$ cat src/rtl/sync_fifo_pkg.sv
// ============================================================================
// Module : sync_fifo_pkg
// Brief  : Shared constants, pointer-width helper and full/empty flag decode
//          for sync_fifo.
// Rev    : 1.0 - initial release
// ============================================================================
`default_nettype none

package sync_fifo_pkg;

    localparam int DEF_N        = 8;
    localparam int DEF_DEEP     = 3;
    localparam int DEF_AE_LEVEL = 1;

    typedef struct packed {
        logic full;
        logic empty;
    } fifo_flags_t;

    // One extra wrap bit beyond the storage address.
    function automatic int ptr_width(input int deep);
        return deep + 1;
    endfunction

    // Pointers are zero-extended to 32 bits by the caller.
    function automatic fifo_flags_t decode_flags(input logic [31:0] wr,
                                                 input logic [31:0] rd,
                                                 input int          deep);
        fifo_flags_t f;
        logic [31:0] low_mask;
        low_mask = (32'd1 << deep) - 32'd1;
        f.empty  = (wr == rd);
        f.full   = (((wr ^ rd) & low_mask) == 32'd0) &&
                   (((wr >> deep) & 32'd1) != ((rd >> deep) & 32'd1));
        return f;
    endfunction

endpackage

`default_nettype wire

$ cat src/rtl/sync_fifo_ram.sv
// ============================================================================
// Module : sync_fifo_ram
// Brief  : 2**DEEP x N storage with one write port and one registered read port.
// Rev    : 1.0 - initial release
// ============================================================================
`default_nettype none

module sync_fifo_ram
    import sync_fifo_pkg::*;
#(
    parameter int N    = DEF_N,
    parameter int DEEP = DEF_DEEP
) (
    input  logic            clk_in,
    input  logic            rst,
    input  logic            we_i,
    input  logic [DEEP-1:0] waddr_i,
    input  logic [N-1:0]    wdata_i,
    input  logic            re_i,
    input  logic [DEEP-1:0] raddr_i,
    output logic [N-1:0]    rdata_o
);

    logic [N-1:0] mem_q [2**DEEP];
    logic [N-1:0] rdata_q;

    // Storage is deliberately left unreset.
    always_ff @(posedge clk_in) begin
        if (we_i) begin
            mem_q[waddr_i] <= wdata_i;
        end
    end

    always_ff @(posedge clk_in or posedge rst) begin
        if (rst) begin
            rdata_q <= '0;
        end else if (re_i) begin
            rdata_q <= mem_q[raddr_i];
        end
    end

    assign rdata_o = rdata_q;

endmodule

`default_nettype wire

$ cat src/rtl/sync_fifo.sv
// ============================================================================
// Module : sync_fifo
// Brief  : Single-clock FIFO with occupancy count and threshold flags.
//          Define FIFO_ERR_FLAGS_EN to add sticky overflow/underflow outputs.
// Rev    : 1.0 - initial release
// ============================================================================
`default_nettype none

module sync_fifo
    import sync_fifo_pkg::*;
#(
    parameter int N        = DEF_N,
    parameter int DEEP     = DEF_DEEP,
    parameter int AF_LEVEL = 2**DEEP - 1,
    parameter int AE_LEVEL = DEF_AE_LEVEL
) (
    input  logic              clk_in,
    input  logic              rst,
    input  logic [N-1:0]      data_in,
    input  logic              w_en,
    input  logic              r_en,
    output logic [N-1:0]      data_o,
    output logic              full,
    output logic              empty,
    output logic              almost_full,
    output logic              almost_empty,
`ifdef FIFO_ERR_FLAGS_EN
    output logic              overflow,
    output logic              underflow,
`endif
    output logic [DEEP:0]     count
);

    localparam int            PW   = ptr_width(DEEP);
    localparam logic [PW-1:0] C_AF = PW'(AF_LEVEL);
    localparam logic [PW-1:0] C_AE = PW'(AE_LEVEL);

    logic [PW-1:0] wr_ptr_q, wr_ptr_d;
    logic [PW-1:0] rd_ptr_q, rd_ptr_d;
    logic          rd_acc, wr_acc;
    fifo_flags_t   flags;

    assign flags = decode_flags(32'(wr_ptr_q), 32'(rd_ptr_q), DEEP);

    assign full         = flags.full;
    assign empty        = flags.empty;
    assign count        = wr_ptr_q - rd_ptr_q;
    assign almost_full  = (count >= C_AF);
    assign almost_empty = (count <= C_AE);

    // A read from a full FIFO frees the slot the same-cycle write lands in.
    assign rd_acc = r_en && !flags.empty;
    assign wr_acc = w_en && (!flags.full || rd_acc);

    always_comb begin
        wr_ptr_d = wr_ptr_q;
        rd_ptr_d = rd_ptr_q;
        if (wr_acc) begin
            wr_ptr_d = wr_ptr_q + PW'(1);
        end
        if (rd_acc) begin
            rd_ptr_d = rd_ptr_q + PW'(1);
        end
    end

    always_ff @(posedge clk_in or posedge rst) begin
        if (rst) begin
            wr_ptr_q <= '0;
            rd_ptr_q <= '0;
        end else begin
            wr_ptr_q <= wr_ptr_d;
            rd_ptr_q <= rd_ptr_d;
        end
    end

`ifdef FIFO_ERR_FLAGS_EN
    logic overflow_q, underflow_q;

    always_ff @(posedge clk_in or posedge rst) begin
        if (rst) begin
            overflow_q  <= 1'b0;
            underflow_q <= 1'b0;
        end else begin
            if (w_en && !wr_acc) begin
                overflow_q <= 1'b1;
            end
            if (r_en && flags.empty) begin
                underflow_q <= 1'b1;
            end
        end
    end

    assign overflow  = overflow_q;
    assign underflow = underflow_q;
`endif

    sync_fifo_ram #(
        .N    (N),
        .DEEP (DEEP)
    ) u_ram (
        .clk_in  (clk_in),
        .rst     (rst),
        .we_i    (wr_acc),
        .waddr_i (wr_ptr_q[DEEP-1:0]),
        .wdata_i (data_in),
        .re_i    (rd_acc),
        .raddr_i (rd_ptr_q[DEEP-1:0]),
        .rdata_o (data_o)
    );

endmodule

`default_nettype wire

$ cat config.mk
export PLATFORM = sky130hd
export DESIGN_NAME = sync_fifo
export DESIGN_NICKNAME = d
export VERILOG_FILES = /design/src/rtl/sync_fifo_pkg.sv /design/src/rtl/sync_fifo_ram.sv /design/src/rtl/sync_fifo.sv
export SDC_FILE = /design/constraint.sdc
export NUM_CORES = 1
export LEC_CHECK = 0
export ABC_AREA = 1
export BUFFER_PORTS_ARGS = -buffer_cell sky130_fd_sc_hd__buf_2
export CORE_AREA = 10 10 94 96
export CTS_CLUSTER_DIAMETER = 30
export DETAILED_ROUTE_END_ITERATION = 8
export DIE_AREA = 0 0 104 106
export PLACE_DENSITY = 0.72
export RECOVER_POWER = 50
export SKIP_CTS_REPAIR_TIMING = 1
export SYNTH_ARGS = -nofsm -noshare
export SYNTH_HDL_FRONTEND = slang
export SYNTH_HIERARCHICAL = 1
export SYNTH_SLANG_ARGS = --single-unit
$ cat constraint.sdc
create_clock -name clk_in -period 6.9 [get_ports clk_in]
set_clock_uncertainty 0.2 [all_clocks]
set_input_delay 0.345 -clock clk_in [delete_from_list [all_inputs] [get_ports clk_in]]
set_output_delay 0.345 -clock clk_in [all_outputs]
set_load 0.01 [all_outputs]
* Word level (Yosys, flattened, before mapping) *
Memory sizes are Yosys's and may differ from the RTL's. A register that Yosys moved wholly into a read port is not among the register bits.
Cells that the tools add are included.

word-level totals
  RAM bits = 64
  output and inout bits = 16
  input port bits = 12
  register bits = 8
  memories kept = 1

operators by class
  equal/unequal tests = 2
  $add $sub $neg = 3
  mux-type cells = 2
  magnitude comparators = 2
  reduce and logical (&&, ||, !) cells = 7
  bitwise operators = 1

memories
  name         depth  width  read ports  clocked after memory_dff  write ports  RTL line             RTL
  u_ram.mem_q  8      8      1           1                         1            sync_fifo_ram.sv:24  logic [N-1:0] mem_q [2**DEEP];

operators with widths
  cell                                                             number
  zero test 32 bit                                                 1
  adder 4 x 1 -> 4 bit (second input constant)                     2
  equality test 4 bit                                              1
  >= comparator 4 x 3 -> 1 bit (second input constant)             1
  less-or-equal comparator 4 x 1 -> 1 bit (second input constant)  1
  subtractor 4 bit                                                 1
  logical AND 1 bit                                                3
  XOR 3 bit                                                        1
  zero test 1 bit                                                  2
  two-way mux 1 bit                                                2
  logical OR 1 bit                                                 1
  inequality test 1 bit                                            1

* Longest topological paths before layout *
  depth after elaboration = 8
  depth in mapped cells = 11

* By module *
The synthesis kept the hierarchy.

modules (own cells, without submodules)
  module         area each (um^2)  cells each  seq. area each (um^2)  instances
  sync_fifo_ram  3,091.7           298         2,122.0                1
  sync_fifo      629.4             83          200.2                  1

* Worst setup path after synthesis *
No wires, ideal clock.

  kind = register to register
  start point = register wr_ptr_q[0]
  end point = memory u_ram/mem_q[1][0] (netlist bit), enable pin
  clock period less this slack = 2.284 ns
  slack = 4.616 ns
  buffers on the path = 0
  cell stages (with the launch flop) = 10
  data arrival time = 1.714 ns
  path through = dfrtp_1 inv_1 ha_1 inv_1 nor2_4 nand3_4 nand2_4 inv_1 nand2_1 nor2_1

between the ends
  word-level cells in the longest chain between the ends = 8

RTL lines
  element                                    RTL line             RTL
  from (decl)                                sync_fifo.sv:38      logic [PW-1:0] wr_ptr_q, wr_ptr_d;
  from (signal assigned)                     sync_fifo.sv:71      wr_ptr_q <= wr_ptr_d;
  XOR 3 bit                                  sync_fifo_pkg.sv:33  f.full = (((wr ^ rd) & low_mask) == 32'd0) &&
  zero test 32 bit                           sync_fifo_pkg.sv:33
  logical AND 1 bit                          sync_fifo_pkg.sv:33
  zero test 1 bit                            sync_fifo.sv:53      assign wr_acc = w_en && (!flags.full || rd_acc);
  logical OR 1 bit *                         sync_fifo.sv:53
  logical AND 1 bit *                        sync_fifo.sv:53
  via wr_acc                                 sync_fifo.sv:40      logic rd_acc, wr_acc;
  two-way mux 1 bit *                        sync_fifo_ram.sv:29  if (we_i) begin
  two-way mux 1 bit (not written as such) *  sync_fifo_ram.sv:30  mem_q[waddr_i] <= wdata_i;
  to (decl)                                  sync_fifo_ram.sv:24

Mark *: on every way through the listed nets, which the timed path passes. The rest lies on a longest branch.

* Final worst setup path *
  start point = register rd_ptr_q[1]
  end point = memory u_ram/mem_q[7][4] (netlist bit), enable pin

between the ends
  word-level cells in the longest chain between the ends = 8

RTL lines
  element                                    RTL line             RTL
  from (decl)                                sync_fifo.sv:39      logic [PW-1:0] rd_ptr_q, rd_ptr_d;
  from (signal assigned)                     sync_fifo.sv:72      rd_ptr_q <= rd_ptr_d;
  XOR 3 bit                                  sync_fifo_pkg.sv:33
  zero test 32 bit                           sync_fifo_pkg.sv:33
  logical AND 1 bit                          sync_fifo_pkg.sv:33
  zero test 1 bit                            sync_fifo.sv:53
  logical OR 1 bit *                         sync_fifo.sv:53
  logical AND 1 bit *                        sync_fifo.sv:53
  via wr_acc                                 sync_fifo.sv:40
  two-way mux 1 bit *                        sync_fifo_ram.sv:29
  two-way mux 1 bit (not written as such) *  sync_fifo_ram.sv:30

Marks and branches as above.

==> results.cfg <==
[logic_synthesis]
syn-cell-area_um2 = 3721
synthAdderAreaFrac_pct = 2.219
synth-seq-cells = 80
synth-compound-area-share_pct = 0.2690
synth_area_per_cell_um2 = 9.767
synth_mux_area_share_pct = 0
synth_top_family_by_area = simple AND/OR/NAND/NOR gates
syn_nets = 399
yosys_warnings = 6
synth.distinct_cells = 25
synth-xor-area-share_pct = 0.9415
yosys.area_share.simple_pct = 24.24
synthCells = 381
yosysSeqAreaShare_pct = 62.41

[timing]
rsz0062_at_grt = no
slew_headroom_pct = 51.25
hold_violations = 0
slew_viol_final = 0
fmax_ghz = 0.3416
setup_tns_ps = 0
tightest_slew_ps = 731.3
min_period_ps = 2927
finalSetupViolCount = 0
timing.final.crit_share_pct = 42.42

[global_route]
gr-usage-all-layers_pct = 15.06
grt_pass1_wl_mm = 13.05
grt_pass1_vias = 2453
grt_start_max_net_pins = 38
antenna_found_initial = 0
grt_overflow = 0

[pwr]
power_density_nw_per_um2 = 420.7
p_leak_nw = 1.849
vdd_drop_max_mv = 0.1677

[die]
initial_core_util_pct = 52.71
die_h_um = 106
chipWidth_um = 104
die-area_um2 = 11020
core_area_um2 = 7059
ios = 28
core.rowCount = 31

[setup_path]
cp_max_fo = 22
end_kind = register
crit_type = reg2reg
required_ps = 6680
critPathArrivalTime_ps = 2700
cp-start-kind = register

[cells_and_area]
fin_util_pct = 57.21
final_cell_mix = nand2_1, inv_1, edfxtp_1
fillers = 633
fin_cells = 513
n_antenna_cell = 0
syn_to_final_growth_pct = 8.541
layout-drive-gt1-share_pct = 8.696
layout_commonest_cell = nand2_1
nNetsFinal = 427

[job]
maxCapViolCount = 0

[clock_network]
cts.path.max_buffers = 2
clk_latency_ps = 350
cts_sinks = 80
cts_buffers = 9
cts_tree = done
clkTransAtPathRegs_ps = 80
root_buffer = clkbuf_8
cts_max_level = 3

[placed_design]
place.gp.congestion = 0.9673
dpl.hpwl_mm = 5.695
post-place-cells = 496
port_buffers = 27

[routing]
antenna_left = 0
wirelength_mm = 8.124
viasPerCell = 4.986
drc = 0
drtIter0Drc = 272
routedWlPerCell_um = 15.84
dr.pass1.iters = 7
vias = 2558

[worst_hold_path]
min_path_type = in2reg

[status]
status = finished clean
path summary, 6_finish.rpt:
path / start / endpoint / slack [ps] / cells past startpoint
max: rd_ptr_q[1] / u_ram/mem_q[7][4] / 3970 / 9
min: w_en / wr_ptr_q[1] / 120 / 3
min reg2reg: u_ram/rdata_o[3] / u_ram/rdata_o[3] / 290 / 2
min in group asynchronous: rst / u_ram/rdata_o[4] / 310 / 3
max reg2reg: rd_ptr_q[1] / u_ram/mem_q[7][4] / 3970 / 9
max in group asynchronous: rst / wr_ptr_q[2] / 5910 / 3
cell families (layout without fill, tap and decap cells):
group | count (synthesis) | after routing
simple gates | 207 | 207
buf+inv | 82 | 115
flops | 80 | 80
fa+ha+maj | 6 | 6
xor+xnor | 4 | 4
compound gates | 2 | 2
report_power, final:
part	internal [mW]	switching, mW
Combinational	0.235	0.476
Sequential	0.618	0.0786
Clock	0.129	0.163
Total	0.982	0.717
per-layer routing:
metal | up-vias | GRT usage (%) | wire (um)
li1 | 1260 | - | -
met4 | 0 | 5.865 | 117
met1 | 1199 | 20.14 | 3693
met3 | 9 | 3.261 | 503
met2 | 90 | 23.51 | 3809
met5 | - | 0 | 0
flip-flops by register name (all words and copies together) (netlist names):
name,cells
wr_ptr_q,4
u_ram/rdata_o,8
rd_ptr_q,4
u_ram/mem_q,64
synthesized netlist by cell type (all sizes together):
master | count | area share, %
nand3 | 58 | 8.1
nand2 | 135 | 14
ha | 5 | 1.7
buf | 12 | 2.7
nor3 | 1 | 0.13
o21ai | 1 | 0.13
a21oi | 1 | 0.13
fa | 1 | 0.54
inv | 70 | 7.2
edfxtp | 64 | 52
nor2 | 10 | 1.2
nand3b | 1 | 0.20
xnor2 | 2 | 0.47
dfrtp | 16 | 11
nand4 | 1 | 0.17
xor2 | 2 | 0.47
or2 | 1 | 0.17
final cells by class:
class / instances / area (um2) / area share (%)
Clock buffer: 10 / 127.6 / 3.160
Clock inverter: 6 / 35.03 / 0.8674
Inverter: 70 / 267.8 / 6.630
Multi-Input combinational cell: 219 / 1030 / 25.50
Sequential cell: 80 / 2322 / 57.50
Tap cell: 99 / 123.9 / 3.067
Timing Repair Buffer: 29 / 132.6 / 3.284
per-stage QoR:
step / setup WS, ps / instance area, um2 / hold WS [ps] / power (mW)
finish: 3973 / 4039 / 120.8 / 1.699
global route: 3742 / 4039 / 125.8 / 1.832
CTS: 3987 / 4049 / -250.6 / 1.707
detailed placement: 4001 / 3886 / 123.2 / 1.417
global placement: 4053 / 3886 / 126.8 / 1.404
floorplan: 4616 / 3721 / -39.34 / 1.230
critical path: stages, from the launching register on:
cell     delay (ps)
dfrtp_1         820
inv_1           100
ha_1            320
nand2_2         100
nor2_4           50
nand3_4         110
nand2_4          70
inv_1            70
nand2_1         140
nor2_1          560
(Power assumes the default switching activity.)
